<file path="src/rtl/io_port_responder.sv">
`default_nettype none
// ============================================================================
//  Module   : io_port_responder
//  Purpose  : Memory-mapped I/O responder for CPU LDS/STS accesses at
//             $80-$83. Holds the LED and display registers, synchronises the
//             switch pins and scans a 4-digit active-low 7-segment display.
//             Optional macro IO_SW_EDGE_EN adds the sticky rising-edge
//             register SW_EDGE at $84.
//  Revision : 1.0 - initial release
// ============================================================================
module io_port_responder #(
    parameter int SCAN_DIV    = 16,  // refresh counter width, >= 3
    parameter int SYNC_STAGES = 2    // switch synchroniser depth, >= 2
) (
    input  logic       clk,
    input  logic       reset,
    input  logic [7:0] addr,
    input  logic [7:0] wdata,
    input  logic       we,
    input  logic       re,
    output logic [7:0] rdata,
    output logic       sel,
    input  logic [7:0] sw,
    output logic [7:0] led,
    output logic [6:0] seg,
    output logic [3:0] an
);

    localparam logic [7:0] c_ADDR_LED  = 8'h80;
    localparam logic [7:0] c_ADDR_SW   = 8'h81;
    localparam logic [7:0] c_ADDR_DLO  = 8'h82;
    localparam logic [7:0] c_ADDR_DHI  = 8'h83;
`ifdef IO_SW_EDGE_EN
    localparam logic [7:0] c_ADDR_EDGE = 8'h84;
`endif
    localparam logic [SCAN_DIV-1:0] c_SCAN_ONE = {{(SCAN_DIV-1){1'b0}}, 1'b1};

    logic [7:0]                   r_led;
    logic [7:0]                   r_disp_lo;
    logic [7:0]                   r_disp_hi;
    logic [SYNC_STAGES-1:0][7:0]  r_sync;
    logic [SCAN_DIV-1:0]          r_scan_cnt;
    logic [3:0]                   r_an;
    logic [6:0]                   r_seg;

    logic                         w_sel;
    logic [7:0]                   w_sw_sync;
    logic [1:0]                   w_idx;
    logic [3:0]                   w_nibble;

    // Active-low hex decode, bit order {g,f,e,d,c,b,a}
    function automatic logic [6:0] f_hex7(input logic [3:0] i_n);
        case (i_n)
            4'h0:    f_hex7 = 7'b1000000;
            4'h1:    f_hex7 = 7'b1111001;
            4'h2:    f_hex7 = 7'b0100100;
            4'h3:    f_hex7 = 7'b0110000;
            4'h4:    f_hex7 = 7'b0011001;
            4'h5:    f_hex7 = 7'b0010010;
            4'h6:    f_hex7 = 7'b0000010;
            4'h7:    f_hex7 = 7'b1111000;
            4'h8:    f_hex7 = 7'b0000000;
            4'h9:    f_hex7 = 7'b0010000;
            4'hA:    f_hex7 = 7'b0001000;
            4'hB:    f_hex7 = 7'b0000011;
            4'hC:    f_hex7 = 7'b1000110;
            4'hD:    f_hex7 = 7'b0100001;
            4'hE:    f_hex7 = 7'b0000110;
            default: f_hex7 = 7'b0001110;
        endcase
    endfunction

    assign w_sw_sync = r_sync[SYNC_STAGES-1];
    assign w_idx     = r_scan_cnt[SCAN_DIV-1 -: 2];

`ifdef IO_SW_EDGE_EN
    logic [7:0] r_sw_prev;
    logic [7:0] r_edge;
    logic [7:0] w_rise;
    logic       w_edge_clr;

    assign w_sel      = (addr[7:2] == 6'b100000) || (addr == c_ADDR_EDGE);
    assign w_rise     = w_sw_sync & ~r_sw_prev;
    assign w_edge_clr = re && (addr == c_ADDR_EDGE);

    // Sticky rise flags; a rise seen on the clearing edge wins over the clear
    always_ff @(posedge clk or posedge reset) begin
        if (reset) begin
            r_sw_prev <= 8'h00;
            r_edge    <= 8'h00;
        end else begin
            r_sw_prev <= w_sw_sync;
            r_edge    <= (w_edge_clr ? 8'h00 : r_edge) | w_rise;
        end
    end
`else
    assign w_sel = (addr[7:2] == 6'b100000);
`endif

    assign sel = w_sel;

    // Zero-latency read mux of registered state; reads have no side effects here
    always_comb begin
        rdata = 8'h00;
        if (re && w_sel) begin
            case (addr)
                c_ADDR_LED:  rdata = r_led;
                c_ADDR_SW:   rdata = w_sw_sync;
                c_ADDR_DLO:  rdata = r_disp_lo;
                c_ADDR_DHI:  rdata = r_disp_hi;
`ifdef IO_SW_EDGE_EN
                c_ADDR_EDGE: rdata = r_edge;
`endif
                default:     rdata = 8'h00;
            endcase
        end
    end

    // Writable registers; SW and SW_EDGE fall through to the default and ignore writes
    always_ff @(posedge clk or posedge reset) begin
        if (reset) begin
            r_led     <= 8'h00;
            r_disp_lo <= 8'h00;
            r_disp_hi <= 8'h00;
        end else if (we && w_sel) begin
            case (addr)
                c_ADDR_LED: r_led     <= wdata;
                c_ADDR_DLO: r_disp_lo <= wdata;
                c_ADDR_DHI: r_disp_hi <= wdata;
                default:    ;
            endcase
        end
    end

    // Switch synchroniser chain; the last stage is the architecturally visible value
    always_ff @(posedge clk or posedge reset) begin
        if (reset) begin
            r_sync <= '0;
        end else begin
            r_sync[0] <= sw;
            for (int i = 1; i < SYNC_STAGES; i++) begin
                r_sync[i] <= r_sync[i-1];
            end
        end
    end

    // Pick the nibble for the digit currently being scanned
    always_comb begin
        case (w_idx)
            2'd0:    w_nibble = r_disp_lo[3:0];
            2'd1:    w_nibble = r_disp_lo[7:4];
            2'd2:    w_nibble = r_disp_hi[3:0];
            default: w_nibble = r_disp_hi[7:4];
        endcase
    end

    // Free-running scan counter; an/seg registered so digit changes are glitch-free
    always_ff @(posedge clk or posedge reset) begin
        if (reset) begin
            r_scan_cnt <= '0;
            r_an       <= 4'b1110;
            r_seg      <= 7'b1000000;
        end else begin
            r_scan_cnt <= r_scan_cnt + c_SCAN_ONE;
            r_an       <= ~(4'b0001 << w_idx);
            r_seg      <= f_hex7(w_nibble);
        end
    end

    assign led = r_led;
    assign an  = r_an;
    assign seg = r_seg;

endmodule
`default_nettype wire

</file>
<file path="config.mk">
export PLATFORM = sky130hd
export DESIGN_NAME = io_port_responder
export DESIGN_NICKNAME = d
export VERILOG_FILES = /design/src/rtl/io_port_responder.sv
export SDC_FILE = /design/constraint.sdc
export NUM_CORES = 1
export LEC_CHECK = 0
export ABC_AREA = 1
export BUFFER_PORTS_ARGS = -buffer_cell sky130_fd_sc_hd__buf_2
export CAP_MARGIN = 20
export CORE_MARGIN = 5
export CORE_UTILIZATION = 50
export DETAILED_ROUTE_END_ITERATION = 10
export PLACE_DENSITY = 0.72
export SYNTH_ARGS = -nofsm -noshare
export SYNTH_HDL_FRONTEND = slang
export SYNTH_SLANG_ARGS = --single-unit
export TNS_END_PERCENT = 20
</file>
<file path="constraint.sdc">
create_clock -name clk -period 5.65 [get_ports clk]
set_input_delay 0.8475 -clock clk [delete_from_list [all_inputs] [get_ports clk]]
set_output_delay 0.8475 -clock clk [all_outputs]
set_load 0.02 [all_outputs]
</file>
Word-level counts from Yosys, hierarchy flattened
Memories as Yosys holds them, arrays and structs flattened. A register that Yosys moved wholly into a read port is not among the register bits.
Index checks and enable logic that the tools add are counted.
Storage, ports and cells
  bits in read-only memories: 112
  logic and storage cells: 27
  output and inout port bits: 28
  bits of input ports: 28
  register bits after elaboration: 60
  memories: 1
Memory list
  (name not given): depth 16, width 7, read ports 1, clocked after memory_dff 1, write ports 0, line 53  | case (i_n)
Operators by class
  add/sub/neg operators: 1
  mux-type cells: 3
  bitwise gates (word level): 1
  equal/unequal tests: 7
  reductions and logical operators: 6
  shift operators: 1
Operator list (count)
  $eq A8 B8 Y1 const B: 4
  $pmux W8 S4: 1
  $add A16 B1 Y16 const B: 1
  $pmux W4 S3: 1
  $mux W8: 1
  $eq A6 B6 Y1 const B: 1
  $reduce_and A2 Y1: 3
  $not A4 Y4: 1
  $shl A1 B2 Y4 const A: 1
  $eq A2 B1 Y1 const B: 1
  $eq A2 B2 Y1 const B: 1
  $logic_and A1 B1 Y1: 2
  $logic_not A2 Y1: 1

Logic depth before layout (Yosys ltp)
Gate-level depths: netlist of the first run.
  depth in word-level cells: 3
  depth in mapped cells: 11
  gate-level depth less buffers: 10

Least setup slack after synthesis of the first run
Ideal clock, no wire load.
  path type: input to output
  start point: input port addr[4]
  end point: output port rdata[0]
  path slack: 2758 ps
  stages on the path: 5
  arrival time: 2045 ps
  buffers on the path: 0
  cells stage by stage: inv_1 -> nand2_2 -> nor3_2 -> nand2_1 -> nor2_1
Between the ends
  word-level cells in the longest chain between the ends: 3
  elaborated cells on any way between the ends: 8
RTL lines
  from (decl): line 17  | input logic [7:0] addr,
  $eq A6 B6 Y1: line 97  | assign w_sel = (addr[7:2] == 6'b100000);
  net sel: line 22  | output logic sel,
  $logic_and A1 B1 Y1: line 105  | if (re && w_sel) begin
  $mux W8: line 105
  to (decl): line 21  | output logic [7:0] rdata,
The timed path passes the listed nets, and every way through them passes these cells.

Worst setup path in the final report of the first run
  start point: input port addr[6]
  end point: output port rdata[6]
Between the ends
  word-level cells in the longest chain between the ends: 3
  elaborated cells on any way between the ends: 8
RTL lines (line)
  $eq A8 B8 Y1 / $eq A6 B6 Y1 (equally long branches): 106, 97
  $pmux W8 S4 / $logic_and A1 B1 Y1 (equally long branches): 106, 105
  $mux W8 (*): 105
Every way passes the cells marked *; elsewhere a longest branch is shown, timed or not.

==> flow_summary_export.csv, run 1 <==
group,metric,value,unit
outcome,status,"finished, final reports clean",
power,power_frac_clock,40.0,%
power,internal_power,0.7378,mW
grt,first_global_vias,2508,
floorplan,initial_core_util,50.85,%
synth,synth_warnings,0,
setup_path,max_stage_delay,0.39,ns
timing,hold_violations,0,
synth,synth_cell_types,27,
power,power_density,268.9,nW/um2
layout,fillers,596,
setup_path,cpMaxStageDelayCell,"nor2_8",
drt,drc_errors,0,
timing,fmax,336.5,MHz
synth,ys_ff_latch,67,
grt,grt_start_max_net_pins,68,
power,finalPower,1.007,mW
setup_path,cp_max_fo,33,
layout,final_nets,461,
power,p_comb_share,9.3,%
cts,clkLatencyLatePin,0.35,ns
timing,max_slew_margin,45.27,%
layout,syn2layout_area_growth,16.64,%
timing,rsz0062_at_grt,"false",
floorplan,die_y,90.13,um
grt,grt-ovfl-total,0,
cts,cts_root_buffer,"clkbuf_8",
timing,final.setup.tns,0,ns
grt,grt_first_pass_wirelength,11570,um
cts,htreeDepth,3,
place,globalplace.congestion,0.8202,
drt,top_layer,"met4",
min_path,hold_path.class,"flop to flop",
drt,wirelength,6728,um
cts,cts_tree,"yes",
floorplan,top_level_ports,56,
power,power_frac_seq,50.7,%
cts,clk_pin_slew,0.07,ns
cts,cts_setup_buffers,0,
timing,fin_crit_sh,52.60,%
drt,ant_nets,0,
cts,ctsHoldBuffers,0,
grt,grtUsageTotal,17.55,%
timing,fin_worst_skew,0.005499,ns
timing,finalSetupViolCount,0,
setup_path,cp-end-kind,"primary output",
floorplan,coreArea,6314,um2
timing,finalCriticalPeriod,2.972,ns
cts,cts.path.max_buffers,2,
drt,vias,2593,
synth,async_reset_ff_share,100.0,%
drt,met3_length,319,um
synth,netlist_instances,366,
synth,synth_ff_type,"dfrtp_1",
setup_path,ff2ff_setup_slack,3.73,ns
cts,numCtsBuffers,9,
setup_path,critPathLaunchType,"input pin",
cts,cts_resized,0,
drt,routed_via_density,5.104,
cts,cts.sinks,67,
power,p_leak,1.982,nW
timing,drv_slew,0,
layout,drive_above_1_share,22.97,%
power,ir_worst_vdd,0.1873,mV
flow_run,maxCapViolations,0,
floorplan,die_x,90.13,um
place,dp_hpwl,4934,um
drt,drt-initial-drc-count,121,
floorplan,die_area,8123,um2
synth,synthesis.nets,401,
place,portBuffers,55,
synth,syn-cell-area,3211,um2
floorplan,num_rows,29,
drt,drt_first_pass_iters,4,
power,swShare,26.74,%
drt,wire_per_inst,13.24,um
setup_path,required,4.80,ns
setup_path,crit_chain,"buf_2, inv_2, nand2_2, nor2_8, nand2_2, o21ai_1, nor2_1, nor2_1, buf_2",
synth,seq_area_frac_synth,52.38,%
synth,syn_area_per_cell,8.772,um2
grt,antenna_found_initial,0,
layout,n_antenna_cell,0,
timing,max_slew.worst_pin.slew,0.8209,ns
setup_path,crit_type,"input pin to primary output",
setup_path,cp.arrival,2.12,ns
power,p_sw,0.2693,mW
synth,synth_edf_count,0,
drt,route.layer.met1.wl,2935,um
drt,wl_met2,3353,um
-- synth_stat cells (all sizes together) (4+ instances only) --
| master | instances | area (um2) |
|---|---|---|
| dfrtp | 63 | 1577 |
| o21ai | 15 | 75.07 |
| inv | 35 | 131.4 |
| o21a | 8 | 60.06 |
| nor2 | 33 | 178.9 |
| dfstp | 4 | 105.1 |
| nand3 | 54 | 275.3 |
| nand4 | 6 | 43.79 |
| nor3 | 5 | 41.29 |
| ha | 7 | 87.58 |
| xnor2 | 4 | 35.03 |
| xor2 | 9 | 78.83 |
| buf | 7 | 45.04 |
| nand2 | 113 | 454.2 |
-- registers in the layout, summed over array words and instances (netlist names) --
register / cells
an: 4
led: 8
w_sw_sync: 8
r_scan_cnt: 16
r_disp_hi: 8
r_sync: 8
seg: 7
r_disp_lo: 8
-- critical path: cells and delay by family --
family	cells	cell delay (ns)
compound gates	1	0.16
buf+inv	3	0.31
simple gates	5	0.79
-- layout make-up --
type,instances,area (um2),share of cell area (%)
inverters,35,131.4,3.508
flip-flops and latches,67,1682,44.90
clock buffers,9,123.9,3.308
multi-input cells,257,1353,36.12
clock inverters,7,76.32,2.038
well taps,77,96.34,2.573
repair buffers,56,282.8,7.551
-- logic make-up (layout without fill, tap and decap cells) --
logic type | count (synthesis) | after routing | synth area share, %
adder cells (fa/ha/maj) | 7 | 7 | 2.728
buffers and inverters | 42 | 107 | 5.495
flip-flops | 67 | 67 | 52.38
AO/OA/AOI/OAI | 23 | 23 | 4.209
AND/OR/NAND/NOR | 214 | 214 | 31.64
XOR/XNOR | 13 | 13 | 3.546
-- path summary, 6_finish.rpt --
check | from | endpoint | cells past startpoint
max in group asynchronous | reset | r_disp_lo[3]$_DFFE_PP0P_ | 3
setup reg to reg | r_scan_cnt[15]$_DFF_PP0_ | seg[3]$_DFF_PP0_ | 10
hold / removal | r_sync[1]$_DFF_PP0_ | w_sw_sync[1]$_DFF_PP0_ | 0
hold reg to reg | r_sync[1]$_DFF_PP0_ | w_sw_sync[1]$_DFF_PP0_ | 0
min in group asynchronous | reset | r_sync[5]$_DFF_PP0_ | 3
setup / recovery | addr[6] | rdata[6] | 9
-- metrics by stage --
stage	std cells	util, %	setup WS (ns)	cell area, um2	hold slack (ns)
3_3_place_gp	492	56.14	2.737	3545	0.3323
5_1_grt	508	59.31	2.582	3745	0.3592
3_5_place_dp	492	56.14	2.694	3545	0.3347
4_1_cts	508	59.31	2.687	3745	0.3521
2_1_floorplan	366	-	2.758	3211	0.3312
6_report	508	59.31	2.678	3745	0.3504
-- power groups by stage --
stage	Sequential (mW)	Combinational, mW	Clock (mW)
floorplan	0.530	0.0497	0
global placement	0.520	0.0936	0
detailed placement	0.520	0.0954	0
CTS	0.511	0.0957	0.412
global route	0.512	0.107	0.431
finish	0.510	0.0937	0.403
-- layout by cell type (no fill, tap or decap), types with 3 or more instances in the layout --
| master | n |
|---|---|
| nand2_1 | 105 |
| dfrtp_1 | 63 |
| buf_2 | 55 |
| nand3_1 | 53 |
| inv_1 | 29 |
| nor2_1 | 28 |
| o21ai_1 | 13 |
| xor2_1 | 9 |
| clkbuf_8 | 9 |
| o21a_1 | 8 |
| ha_1 | 7 |
| inv_2 | 6 |
| nand2_2 | 6 |
| nand4_1 | 5 |
| xnor2_1 | 4 |
| dfstp_2 | 4 |
| nor2_4 | 3 |
| nor3_1 | 3 |
-- routing by layer --
metal / vias up / track usage [%]
li1: 1293 / -
met1: 1225 / 21.65
met2: 65 / 28.78
met3: 10 / 4.508
met4: 0 / 8.065
met5: - / 0
Note: power is estimated with default switching activity, not from simulation.
==> inputs of run 2 (changes only) <==
==> constraint.sdc (replaced) <==
create_clock -name clk -period 2.8 [get_ports clk]
set_input_delay 0.42 -clock clk [delete_from_list [all_inputs] [get_ports clk]]
set_output_delay 0.42 -clock clk [all_outputs]
set_load 0.02 [all_outputs]
==> flow_summary_export.csv, run 2 (synthesis gave the netlist of run 1 again) <==
group,metric,value,unit
setup_path,reg2reg_depth,10,
cts,numCtsBuffers,9,
setup_path,max_stage_delay,0.38,ns
drt,routed_via_density,5.098,
flow_run,maxCapViolations,0,
cts,cts_resized,0,
floorplan,die_y,90.13,um
setup_path,required,2.38,ns
grt,grt_first_pass_wirelength,11520,um
timing,finalSetupViolCount,0,
timing,max_slew.worst_pin.slew,0.8039,ns
layout,final_nets,461,
min_path,min_path_cells,1,
layout,syn2layout_area_growth,16.64,%
min_path,hold_path.class,"input pin to flop",
place,dp_hpwl,4863,um
setup_path,crit-reg2reg-launch,"r_scan_cnt[15]$_DFF_PP0_",
outcome,status,"finished, final reports clean",
drt,ant_nets,0,
cts,htreeDepth,3,
floorplan,die_area,8123,um2
floorplan,coreArea,6314,um2
layout,n_antenna_cell,0,
drt,vias,2590,
floorplan,num_rows,29,
layout,drive_above_1_share,22.97,%
layout,largest_register_ff_count,16,
layout,layout.area.seq,1682,um2
timing,fmax,477.9,MHz
timing,fin_crit_sh,74.73,%
grt,grt_start_max_net_pins,68,
cts,ctsHoldBuffers,0,
cts,clk_pin_slew,0.08,ns
setup_path,critPathLaunchType,"input pin",
cts,cts_setup_buffers,0,
power,ir_worst_vdd,0.3985,mV
min_path,hp-start,"sw[3]",
setup_path,crit_chain,"buf_2, inv_2, nand2_2, nor2_8, nand2_2, o21ai_1, nor2_1, nor2_1, buf_2",
drt,drt_first_pass_iters,4,
place,globalplace.congestion,0.8201,
cts,cts.sinks,67,
setup_path,cp_max_fo,33,
setup_path,ff2ff_setup_slack,0.88,ns
layout,multiInputGateArea,1353,um2
place,portBuffers,55,
floorplan,initial_core_util,50.85,%
power,p_leak,1.982,nW
setup_path,critPathTopFamily,"simple AND/OR/NAND/NOR gates",
timing,fin_worst_skew,0.006486,ns
setup_path,cp-end-kind,"primary output",
cts,cts.path.max_buffers,2,
power,power_density,543.7,nW/um2
timing,hold_violations,0,
cts,cts_root_buffer,"clkbuf_8",
timing,drv_slew,0,
layout,fillers,589,
drt,drt-initial-drc-count,117,
timing,max_slew_margin,46.40,%
layout,layout_commonest_cell,"nand2_1",
setup_path,cpMaxStageDelayCell,"nor2_8",
timing,final.setup.tns,0,ns
drt,wirelength,6720,um
floorplan,die_x,90.13,um
layout,final_cell_mix,"105 x nand2_1, 63 x dfrtp_1, 55 x buf_2",
grt,grt-ovfl-total,0,
drt,wire_per_inst,13.23,um
min_path,holdPathEnd,"r_sync[3]$_DFF_PP0_",
timing,rsz0062_at_grt,"false",
setup_path,crit_buf_inv,3,
drt,drc_errors,0,
cts,clkLatencyLatePin,0.35,ns
grt,antenna_found_initial,0,
setup_path,cp.arrival,1.67,ns
setup_path,r2r-end,"seg[3]$_DFF_PP0_",
layout,top_register,"r_scan_cnt",
setup_path,crit_type,"input pin to primary output",
grt,grtUsageTotal,17.41,%
cts,cts_tree,"yes",
timing,finalCriticalPeriod,2.092,ns
grt,first_global_vias,2549,
timing,hold_slack,0.1708,ns
floorplan,top_level_ports,56,
[run 2: cell counts in the layout (fill, tap and decap cells not counted)]
No cell type changed its count.
[run 2: layout make-up]
class / instances / share of cell area (%)
Inverter: 35 / 3.508
Clock buffer: 9 / 3.308
Multi-Input combinational cell: 257 / 36.12
Timing Repair Buffer: 56 / 7.551
Tap cell: 77 / 2.573
Clock inverter: 7 / 2.038
Sequential cell: 67 / 44.90
[run 2: metal layers]
| metal | vias to the layer above | share of wire (%) | track usage, % |
|---|---|---|---|
| li1 | 1290 | - | - |
| met1 | 1232 | 43 | 21.00 |
| met2 | 56 | 50 | 29.21 |
| met3 | 12 | 4.7 | 3.840 |
| met4 | 0 | 2.4 | 8.685 |
| met5 | - | 0 | 0 |
[run 2: power by group]
| part | leakage (nW) | internal (mW) | switching [mW] |
|---|---|---|---|
| sequential | 0.864 | 1.01 | 0.0201 |
| combinational | 1.02 | 0.0627 | 0.128 |
| clock | 0.0962 | 0.417 | 0.399 |
| total | 1.98 | 1.49 | 0.547 |
[run 2: per-stage QoR]
stage | utilization, % | setup WS, ns | cells | instance area (um2) | power, mW
3_5_place_dp | 56.14 | 0.6990 | 492 | 3545 | 1.241
3_3_place_gp | 56.14 | 0.7422 | 492 | 3545 | 1.237
6_report | 59.31 | 0.7077 | 508 | 3745 | 2.036
4_1_cts | 59.31 | 0.6990 | 508 | 3745 | 2.053
2_1_floorplan | - | 0.7035 | 366 | 3211 | 1.170
5_1_grt | 59.31 | 0.5960 | 508 | 3745 | 2.118
[run 2: how the worst max path moves through the flow]
stage,start,to,slack (ns),depth (start not counted)
2_1_floorplan,reset,an[0]$_DFF_PP0_,0.70,1
3_3_place_gp,addr[6],rdata[5],0.74,9
3_5_place_dp,addr[6],rdata[7],0.70,9
4_1_cts,addr[6],rdata[6],0.70,9
5_1_grt,addr[6],rdata[6],0.60,9
6_report,addr[6],rdata[7],0.71,9
==> inputs of run 3 (changes only) <==
--- a/config.mk
+++ b/config.mk
@@ -11,7 +11,7 @@
 export CORE_MARGIN = 5
 export CORE_UTILIZATION = 50
 export DETAILED_ROUTE_END_ITERATION = 10
-export PLACE_DENSITY = 0.72
+export PLACE_DENSITY = 0.75
 export SYNTH_ARGS = -nofsm -noshare
 export SYNTH_HDL_FRONTEND = slang
 export SYNTH_SLANG_ARGS = --single-unit
==> constraint.sdc (replaced) <==
create_clock -name clk -period 1.8 [get_ports clk]
set_input_delay 0.27 -clock clk [delete_from_list [all_inputs] [get_ports clk]]
set_output_delay 0.27 -clock clk [all_outputs]
set_load 0.02 [all_outputs]
==> flow_summary_export.csv, run 3 (synthesis gave the netlist of run 1 again) <==
group,metric,value,unit
outcome,status,"finished with violations",
outcome,violations,"hold timing",
setup_path,cp_max_fo,21,
setup_path,cp.arrival,1.41,ns
layout,n_antenna_cell,0,
place,pre_cts_ws,0.01308,ns
cts,cts.path.max_buffers,2,
floorplan,num_rows,29,
setup_path,crit_type,"input pin to primary output",
layout,fillers,568,
drt,drt-initial-drc-count,137,
drt,vias,2671,
cts,clkLatencyLatePin,0.34,ns
drt,drc_errors,0,
floorplan,die_y,90.13,um
layout,drive_above_1_share,25.85,%
power,p_comb_share,9.3,%
timing,max_slew.worst_pin.slew,0.5984,ns
flow_run,maxCapViolations,0,
layout,final_cell_mix,"104 x nand2_1, 61 x dfrtp_1, 55 x buf_2",
min_path,hold_path.class,"input pin to asynchronous set/reset pin",
timing,rsz0062_at_grt,"true",
grt,grtUsageTotal,18.01,%
setup_path,cpMaxStageDelayCell,"nor2_8",
cts,htreeDepth,3,
grt,grt_start_max_net_pins,28,
place,portBuffers,55,
cts,clk_pin_slew,0.07,ns
power,p_leak,2.058,nW
layout,top_register,"r_scan_cnt",
setup_path,max_stage_delay,0.24,ns
layout,largest_register_ff_count,16,
power,p_sw,0.8006,mW
drt,drt_first_pass_iters,5,
power,power_frac_seq,48.1,%
timing,fmax,594.0,MHz
power,power_frac_clock,42.5,%
timing,hold_violations,18,
floorplan,initial_core_util,50.85,%
drt,ant_nets,0,
grt,grt_first_pass_wirelength,12160,um
setup_path,required,1.53,ns
grt,first_global_vias,2705,
drt,wirelength,6902,um
timing,hold_slack,-0.01135,ns
cts,cts_root_buffer,"clkbuf_8",
layout,final_nets,471,
drt,routed_via_density,5.156,
place,globalplace.congestion,0.9235,
timing,finalSetupViolCount,0,
setup_path,cp-end-kind,"primary output",
place,dp_hpwl,5105,um
timing,drv_slew,0,
floorplan,die_area,8123,um2
power,swShare,24.05,%
power,ir_worst_vdd,0.4760,mV
drt,wire_per_inst,13.32,um
timing,worst_slack,0.1164,ns
cts,cts.sinks,67,
timing,fin_worst_skew,0.005788,ns
layout,syn2layout_area_growth,20.93,%
floorplan,die_x,90.13,um
cts,cts_tree,"yes",
timing,finalCriticalPeriod,1.684,ns
cts,ctsHoldBuffers,0,
floorplan,coreArea,6314,um2
cts,numCtsBuffers,9,
timing,fin_crit_sh,93.53,%
floorplan,top_level_ports,56,
grt,grt-ovfl-total,0,
setup_path,crit_chain,"buf_2, inv_2, nand2_2, nor2_8, buf_12, nand3_1, nand2_1, nor2_1, nor2_1, buf_2",
power,internal_power,2.528,mW
grt,antenna_found_initial,0,
timing,max_slew_margin,60.03,%
layout,layout_commonest_cell,"nand2_1",
power,power_density,857.4,nW/um2
setup_path,critPathLaunchType,"input pin",
-- run 3: cell types whose count changed in the layout (fill, tap and decap cells not counted), moves of 2 or more --
| cell | previous run | this run |
|---|---|---|
| clkinv_2 | 1 | 3 |
| dfrtp_1 | 63 | 61 |
| inv_6 | 2 | 0 |
| dfrtp_2 | 0 | 2 |
| buf_12 | 0 | 2 |
| nor2_2 | 0 | 2 |
| nor2_1 | 28 | 26 |
| clkbuf_8 | 9 | 11 |
| buf_4 | 1 | 8 |
-- run 3: path summary, 6_finish.rpt --
check	startpoint	end	slack, ns	cells after the start
min in group clk	sw[2]	r_sync[2]$_DFF_PP0_	0.03	1
max reg2reg	r_scan_cnt[15]$_DFF_PP0_	seg[5]$_DFF_PP0_	0.13	10
min	reset	r_sync[0]$_DFF_PP0_	-0.01	2
max	addr[6]	rdata[6]	0.12	10
max in group asynchronous	reset	an[1]$_DFF_PP1_	1.24	3
min reg2reg	r_sync[4]$_DFF_PP0_	w_sw_sync[4]$_DFF_PP0_	0.35	0
-- run 3: routing by layer --
layer	wire [um]	global-route usage, %	part of all wire (%)	up-vias
met2	3341	29.45	48	68
met5	0	0	0	-
met1	3041	22.51	44	1277
met3	410	4.257	5.9	11
li1	-	-	-	1315
met4	108	8.313	1.6	0
-- run 3: critical path: cells and delay by family --
kind / cells / cell delay, ns
simple gates: 6 / 0.62
buf+inv: 4 / 0.50
-- run 3: timing repair --
item | 4_1_cts | 5_1_grt
endpoints found under the setup margin | 1 | 8
gates cloned | 0 | 0
pin swaps | 0 | 0
gates resized for setup | 1 | 4
setup buffers | 0 | 2
-- run 3: per-stage QoR --
step	util (%)	cells	area (um2)	total power [mW]	TNS (ns)
final	61.49	518	3882	3.329	0
after detailed placement	57.55	500	3633	1.945	0
after global placement	57.55	500	3633	1.937	0
after floorplan	-	366	3214	1.820	0
after global routing	61.49	518	3882	3.479	-0.01663
after CTS	61.16	516	3861	3.356	0
-- run 3: final cells by class --
cell class,count,area [um2],area share [%]
Sequential cell,67,1684,43.38
Tap cell,77,96.34,2.481
Multi-Input combinational cell,257,1360,35.03
Inverter,35,135.1,3.481
Clock buffer,11,151.4,3.899
Timing Repair Buffer,66,380.4,9.797
Clock inverter,5,75.07,1.934
-- run 3: power by group through the flow --
stage,logic [mW],clock network (mW),registers [mW]
global placement,0.307,0,1.63
floorplan,0.156,0,1.66
detailed placement,0.314,0,1.63
global route,0.352,1.52,1.61
CTS,0.315,1.44,1.60
finish,0.311,1.42,1.60
